`config.mk`:
```
export PLATFORM = sky130hd
export DESIGN_NAME = int_req_ctrl
export DESIGN_NICKNAME = d
export VERILOG_FILES = /design/src/rtl/int_req_ctrl.sv
export SDC_FILE = /design/constraint.sdc
export NUM_CORES = 1
export LEC_CHECK = 0
export ABC_AREA = 1
export BUFFER_PORTS_ARGS = -buffer_cell sky130_fd_sc_hd__buf_4
export CELL_PAD_IN_SITES_DETAIL_PLACEMENT = 1
export CELL_PAD_IN_SITES_GLOBAL_PLACEMENT = 2
export CORE_MARGIN = 2
export CORE_UTILIZATION = 31
export DETAILED_ROUTE_END_ITERATION = 8
export PLACE_DENSITY = 0.81
export SYNTH_ARGS = -nofsm -noshare
export SYNTH_HDL_FRONTEND = slang
export SYNTH_SLANG_ARGS = --single-unit
export TNS_END_PERCENT = 1
```
`constraint.sdc`:
```
create_clock -name clk -period 2.1 [get_ports clk]
set_clock_uncertainty 0.05 [all_clocks]
set_input_delay 0.42 -clock clk [delete_from_list [all_inputs] [get_ports clk]]
set_output_delay 0.42 -clock clk [all_outputs]
set_load 0.03 [all_outputs]
```
`src/rtl/int_req_ctrl.sv`:
```
// rtl/int_req_ctrl.sv - external interrupt request front-end
// Synchronizes irq_async, counts rising edges and handshakes a non-nesting request with the handler.
module int_req_ctrl #(
  parameter int SYNC_STAGES = 2,
  parameter int CNT_W       = 3,
  parameter int MAX_PEND    = 7
) (
  input  logic             clk,
  input  logic             rst,
  input  logic             irq_async,
  input  logic             int_en,
  input  logic             int_clear,
  input  logic             iret_done,
  input  logic             ovf_clr,
  output logic             int_req,
  output logic             in_service,
  output logic [CNT_W-1:0] pend_cnt,
  output logic             ovf
);

  typedef enum logic [1:0] {IDLE = 2'd0, REQ = 2'd1, SERVICE = 2'd2} state_t;

  localparam logic [CNT_W-1:0] PEND_MAX = CNT_W'(MAX_PEND);

  state_t                 state;
  logic [SYNC_STAGES-1:0] sync_q;
  logic                   sync_out;
  logic                   sync_d;
  logic                   irq_edge;
  logic                   acc;

  assign sync_out = sync_q[SYNC_STAGES-1];
  assign irq_edge = sync_out & ~sync_d;
  assign acc      = int_clear & (state == REQ);

  always_ff @(posedge clk or posedge rst) begin
    if (rst) begin
      sync_q <= '0;
      sync_d <= 1'b0;
    end else begin
      sync_q <= {sync_q[SYNC_STAGES-2:0], irq_async};
      sync_d <= sync_out;
    end
  end

  // A new edge and an accept in the same cycle cancel out.
  always_ff @(posedge clk or posedge rst) begin
    if (rst) begin
      pend_cnt <= '0;
      ovf      <= 1'b0;
    end else begin
      if (irq_edge && !acc) begin
        if (pend_cnt < PEND_MAX) pend_cnt <= pend_cnt + 1'b1;
      end else if (!irq_edge && acc) begin
        pend_cnt <= pend_cnt - 1'b1;
      end

      if (irq_edge && !acc && pend_cnt == PEND_MAX) ovf <= 1'b1;
      else if (ovf_clr)                             ovf <= 1'b0;
    end
  end

  // int_req and in_service are registered alongside the state they decode.
  always_ff @(posedge clk or posedge rst) begin
    if (rst) begin
      state      <= IDLE;
      int_req    <= 1'b0;
      in_service <= 1'b0;
    end else begin
      case (state)
        IDLE: begin
          if (pend_cnt != '0 && int_en) begin
            state   <= REQ;
            int_req <= 1'b1;
          end
        end
        REQ: begin
          if (int_clear) begin
            state      <= SERVICE;
            int_req    <= 1'b0;
            in_service <= 1'b1;
          end else if (!int_en) begin
            state   <= IDLE;
            int_req <= 1'b0;
          end
        end
        SERVICE: begin
          if (iret_done) begin
            state      <= IDLE;
            in_service <= 1'b0;
          end
        end
        default: begin
          state      <= IDLE;
          int_req    <= 1'b0;
          in_service <= 1'b0;
        end
      endcase
    end
  end

endmodule

```
==> results of run 1 <==
[power groups by stage]
stage	sequential (W)	clock, W	combinational, W
floorplan	0.000450	0	0.000272
global placement	0.000365	0	0.000507
detailed placement	0.000366	0	0.000514
CTS	0.000363	0.000151	0.000516
global route	0.000374	0.000161	0.000576
finish	0.000361	0.000143	0.000507
[worst max path at each step]
stage	start	to	slack [ps]	cells past startpoint
2_1_floorplan	state[1]	pend_cnt[2]	690	11
3_3_place_gp	int_clear	pend_cnt[2]	520	12
3_5_place_dp	int_clear	pend_cnt[2]	500	12
4_1_cts	state[0]	pend_cnt[2]	550	10
5_1_grt	state[0]	pend_cnt[2]	380	10
6_report	state[0]	pend_cnt[2]	570	10
[metal layers]
metal | vias to the layer above | GRT usage (%)
li1 | 245 | -
met1 | 212 | 14.9
met2 | 9 | 18.9
met3 | 0 | 5.77
met4 | 0 | 1.67
met5 | - | 0
[sequential cells by signal, indices dropped and copies added (netlist names)]
name        cells
in_service      1
int_req         1
ovf             1
pend_cnt        3
state           2
sync_d          1
sync_q          2
[critical path: cells and delay by family (launching register included)]
family / cells / cell delay (ps)
compound gates: 1 / 130
buf+inv: 1 / 40
flops: 1 / 450
fa+ha+maj: 1 / 180
simple gates: 7 / 580
[layout make-up]
| type | instances | area share [%] |
|---|---|---|
| Timing Repair Buffer | 12 | 12.6 |
| Clock buffer | 3 | 3.14 |
| Inverter | 11 | 6.11 |
| Multi-Input combinational cell | 44 | 34.7 |
| Tap cell | 25 | 4.36 |
| Clock inverter | 1 | 0.698 |
| Sequential cell | 11 | 38.4 |
[synthesized netlist by cell type, drive strengths merged]
| cell type | count | area (µm²) |
|---|---|---|
| nand3 | 8 | 52.6 |
| xor2 | 1 | 8.76 |
| nor2 | 3 | 18.8 |
| inv | 11 | 43.8 |
| a21oi | 1 | 5.00 |
| nand2 | 22 | 105 |
| nor3 | 2 | 10.0 |
| dfrtp | 11 | 275 |
| ha | 1 | 12.5 |
| o22ai | 1 | 6.26 |
| o21ai | 4 | 23.8 |
| or2 | 1 | 6.26 |
[cells by family (layout without fill, tap and decap cells)]
logic type,after synthesis,count (layout)
XOR/XNOR,1,1
AO/OA/AOI/OAI,6,6
buffers and inverters,11,27
flip-flops,11,11
AND/OR/NAND/NOR,36,36
adder cells (fa/ha/maj),1,1
[cell usage in the layout, fill, tap and decap left out, types with 2 or more instances in the layout]
cell       n
nand2_4    3
nor2_1     2
nand3_1    7
inv_2      2
o21ai_1    3
nand2_1   19
buf_4     12
clkbuf_4   3
dfrtp_1   11
inv_1      8
nor3_1     2
[through the flow]
stage,instances,instance area [µm²],power [W]
after floorplan,66,568,0.000722
after global placement,103,689,0.000872
after detailed placement,103,689,0.000880
after CTS,107,717,0.00103
after global routing,107,717,0.00111
final,107,717,0.00101
==> results.json, run 1 <==
{
  "outcome": "finished clean",
  "ff2ff_setup_slack_ps": 570,
  "arrival_ps": 1640,
  "endpoint_kind": "flop",
  "routabilityCongestion": 0.723,
  "clock_path_buffers": 2,
  "num_rows": 15,
  "ys_seq_area_share_pct": 48.5,
  "die_w_um": 46.8,
  "pwr-share-seq_pct": 35.7,
  "rsz0062_at_grt": "false",
  "wl_met2_um": 509,
  "via_per_inst": 4.36,
  "syn2layout_area_growth_pct": 26.2,
  "synth_simple_gate_area_share_pct": 33.9,
  "clock_power_share_pct": 14.2,
  "report.final.slew_viol_count": 0,
  "globalRouteOverflowTotal": 0,
  "wl_met1_um": 497,
  "ys_seq_elements": 11,
  "top_layer_used": "met3",
  "port-buffer-count": 12,
  "htreeDepth": 1,
  "cp.required_ps": 2210,
  "postLayoutCoreUtil_pct": 41.5,
  "period_share_pct": 73.0,
  "synth_nets": 74,
  "hpwl_um": 875,
  "synth.cell_area_um2": 568,
  "numCtsBuffers": 3,
  "crit_slowest_cell": "dfrtp_1",
  "grtUsageTotal_pct": 11.8,
  "maxCapViolCount": 0,
  "dieArea_mm2": 0.00219,
  "final_layout_size_suffix_gt1_share_pct": 30.5,
  "p_comb_share_pct": 50.1,
  "insertion_delay_ps": 270,
  "worst_setup_path_start_kind": "flop",
  "irDropWorstVdd_uv": 533,
  "antennaDiodeCount": 0,
  "first_iter_violations": 6,
  "synth.distinct_cells": 18,
  "cp_max_fo": 6,
  "hp-class": "input pin to async pin",
  "tightest_slew_ps": 423,
  "nets": 91,
  "clkSinkCount": 11,
  "postCtsSetupBuffers": 0,
  "fin_tns_setup_ps": 0,
  "core_area_mm2": 0.00173,
  "power_density_mw_per_mm2": 1410,
  "internal-power_w": 0.000546,
  "dp_slack_ps": 502,
  "drtPass1Iterations": 3,
  "root_buffer": "clkbuf_4",
  "grt_pass1_vias": 432,
  "final.fill_count": 221,
  "synth-xor-area-share_pct": 1.54,
  "cts_resized": 0,
  "synth_adder_area_share_pct": 2.20,
  "wl_met3_um": 60,
  "r2r-end": "pend_cnt[2]",
  "synthMuxAreaShare_pct": 0,
  "cts_tree": "done",
  "rr_startpoint": "state[0]",
  "antenna_found_initial": 0,
  "setup_viol": 0,
  "pin_count": 13,
  "synth_compound_area_share_pct": 6.17,
  "vias": 466,
  "synth_top_family_by_area": "simple AND/OR/NAND/NOR gates",
  "initial_core_util_pct": 32.9,
  "seq_area_um2": 275,
  "grt_pass1_wl_mm": 1.77,
  "cp_slowest_stage_delay_ps": 450,
  "timing.hold.ws_ps": 89.7,
  "r2r_cells": 10,
  "switching_share_pct": 46.1,
  "antenna_left": 0,
  "routed_wl_mm": 1.07,
  "multiInputGateArea_um2": 249,
  "hold_violations": 0,
  "setup_ws_ps": 567,
  "remaining_drc_errors": 0,
  "ys_warn_count": 0,
  "syn_area_per_cell_um2": 8.61,
  "ctsHoldBuffers": 0,
  "wl_per_cell_um": 9.97,
  "grt_max_degree": 12,
  "cpMostUsedCell": "nand2_1",
  "p_sw_w": 0.000466,
  "fmax_mhz": 652,
  "final.min_clock_period_ps": 1530,
  "slew-limit-headroom_pct": 71.7,
  "synth_cells": 66,
  "clk_pin_slew_ps": 70,
  "setup.worst_path.class": "flop to flop",
  "p_leak_nw": 0.377,
  "die_h_um": 46.8,
  "worstPathCellList": "nand3_4 -> nand2_4 -> nand2_1 -> nand2_1 -> inv_1 -> ha_1 -> a21oi_1 -> nand2_1 -> nand3_1 -> nand2_1"
}
Note: power is estimated with default switching activity, not from simulation.
==> inputs of run 2 (changes only) <==
Settings changed: CORE_UTILIZATION 31 to 26, PLACE_DENSITY 0.81 to 0.73.
Clock period 2.1 ns to 1.35 ns, I/O delays scaled along.
==> run 2 against run 1 <==
Effect of this change: the run now ends with negative setup slack left; power grew 82%; sequential power grew 59%; setup slack lost 610 ps; non-clock buffer count grew 17; register-to-register slack lost 610 ps; fmax grew 10%; final cell count grew 18%; first-iteration DRC count grew 33%; clock-buffer cell count grew 1; clock power grew 55%; design area grew 24%; die area grew 18%; critical endpoint unchanged; largest power group unchanged.
==> results.json, run 2 (synthesized netlist as in run 1, its figures left out) <==
{
  "outcome": "finished, violations left",
  "violations": "negative setup slack",
  "clk_pin_slew_ps": 70,
  "grt_pass1_vias": 515,
  "report.final.slew_viol_count": 0,
  "cp.required_ps": 1460,
  "arrival_ps": 1500,
  "grt_max_degree": 12,
  "routed_wl_mm": 1.33,
  "core_area_mm2": 0.00200,
  "postPlaceCellArea_um2": 772,
  "irDropWorstVdd_uv": 787,
  "holdPathStages": 1,
  "cp_max_fo": 3,
  "slew-limit-headroom_pct": 71.6,
  "top_regs": "pend_cnt: 3 flops, state: 2 flops, sync_q: 2 flops",
  "tightest_slew_ps": 426,
  "hpwl_mm": 1.03,
  "postLayoutCoreUtil_pct": 44.6,
  "final_layout_size_suffix_gt1_share_pct": 50.5,
  "busiest_layer": "met2",
  "fmax_mhz": 720,
  "final.min_clock_period_ps": 1390,
  "syn2layout_area_growth_pct": 57.0,
  "fin_area_um2": 892,
  "root_buffer": "clkbuf_4",
  "remaining_drc_errors": 0,
  "nets": 108,
  "top_register": "pend_cnt",
  "hold_violations": 0,
  "initial_core_util_pct": 28.4,
  "grtUsageMet2_pct": 18.2,
  "htreeDepth": 1,
  "dieArea_mm2": 0.00257,
  "dp_cells": 115,
  "globalRouteOverflowTotal": 0,
  "port-buffer-count": 12,
  "fin_cells": 126,
  "vias": 531,
  "die_w_um": 50.7,
  "die_h_um": 50.7,
  "worst_setup_path_start_kind": "flop",
  "gr-usage-met1_pct": 15.1,
  "period_share_pct": 103,
  "clock_path_buffers": 2,
  "layout_commonest_cell": "buf_4",
  "cts_tree": "done",
  "insertion_delay_ps": 270,
  "antenna_found_initial": 0,
  "clkSinkCount": 11,
  "use_met3_pct": 4.46,
  "hp-class": "input pin to flop",
  "layout_common_cells": "buf_4 (27), nand2_1 (15), dfrtp_1 (10)",
  "first_iter_violations": 8,
  "p_leak_nw": 0.458,
  "grtUsageTotal_pct": 12.3,
  "antenna_left": 0,
  "setup.worst_path.class": "flop to flop",
  "dp_slack_ps": -103,
  "drtPass1Iterations": 4,
  "final.fill_count": 247,
  "power_density_mw_per_mm2": 2070,
  "antennaDiodeCount": 0,
  "maxCapViolCount": 0,
  "setup_viol": 2,
  "endpoint_kind": "flop",
  "r2r_cells": 13,
  "wl_per_cell_um": 10.5,
  "via_per_inst": 4.21,
  "routabilityCongestion": 0.781,
  "numCtsBuffers": 3,
  "grt_pass1_wl_mm": 2.21,
  "setup_ws_ps": -38.9,
  "rsz0062_at_grt": "true",
  "largest_reg_flops": 3,
  "num_rows": 16,
  "pin_count": 13
}
-- run 2: cell count changes in the layout (fill, tap and decap cells not counted), moves of 2 or more --
cell / change
inv_1: -2
buf_4: +15
nand2_2: +3
nand2_1: -4
inv_2: +2
-- run 2: through the flow --
stage,hold WS (ps),power (W),TNS [ps]
2_1_floorplan,72.4,0.00113,-58.1
4_1_cts,54.6,0.00183,-84.0
5_1_grt,34.5,0.00202,-302
3_5_place_dp,257,0.00149,-136
6_report,61.4,0.00185,-48.5
3_3_place_gp,245,0.00148,-81.6
-- run 2: final timing paths --
check / from / to / slack, ps
min in group asynchronous: rst / state[1] / 500
max in group asynchronous: rst / pend_cnt[1] / 430
max reg2reg: state[1] / pend_cnt[2] / -40
max: state[1] / pend_cnt[2] / -40
min reg2reg: sync_q[0] / sync_q[1] / 300
min: irq_async / sync_q[0] / 60
-- run 2: area by class of cell --
cell class                 count  area (µm²)  share of cell area [%]
multi-input combinational     44         288                    32.3
sequential                    11         277                    31.0
timing repair buffer          29         224                    25.1
inverter                      11        43.8                    4.91
tap                           27        33.8                    3.79
clock buffer                   4        26.3                    2.95
-- run 2: timing repair --
action / in CTS / in global routing
setup endpoints to repair: 2 / 5
gates resized for setup: 4 / 8
hold buffers: 1 / 0
gates cloned: 0 / 0
endpoints found under the hold margin: 11 / 0
pin swaps: 9 / 5
buffers inserted: 5 / 1
-- run 2: layer usage --
| metal | share of wire (%) | wire [µm] |
|---|---|---|
| met5 | 0 | 0 |
| met2 | 49 | 649 |
| met4 | 1.4 | 19 |
| met1 | 46 | 613 |
| met3 | 3.4 | 45 |
-- run 2: report_power, final --
| group | internal, W | switching, W | total, W |
|---|---|---|---|
| logic | 0.000477 | 0.000573 | 0.00105 |
| registers | 0.000445 | 0.000129 | 0.000574 |
| clock network | 0.000114 | 0.000107 | 0.000221 |
| total | 0.00104 | 0.000809 | 0.00185 |
-- run 2: critical path, stage by stage (launching register included) --
cell and delay [ps]:
dfrtp_1 390, inv_2 80, nand3_4 70, nand2_4 110, inv_4 40, nand2_2 50, nand2_2 50, inv_2 60
ha_4 120, inv_1 40, nand2_1 50, nand2_1 40, nand3_1 80, nand2_1 50
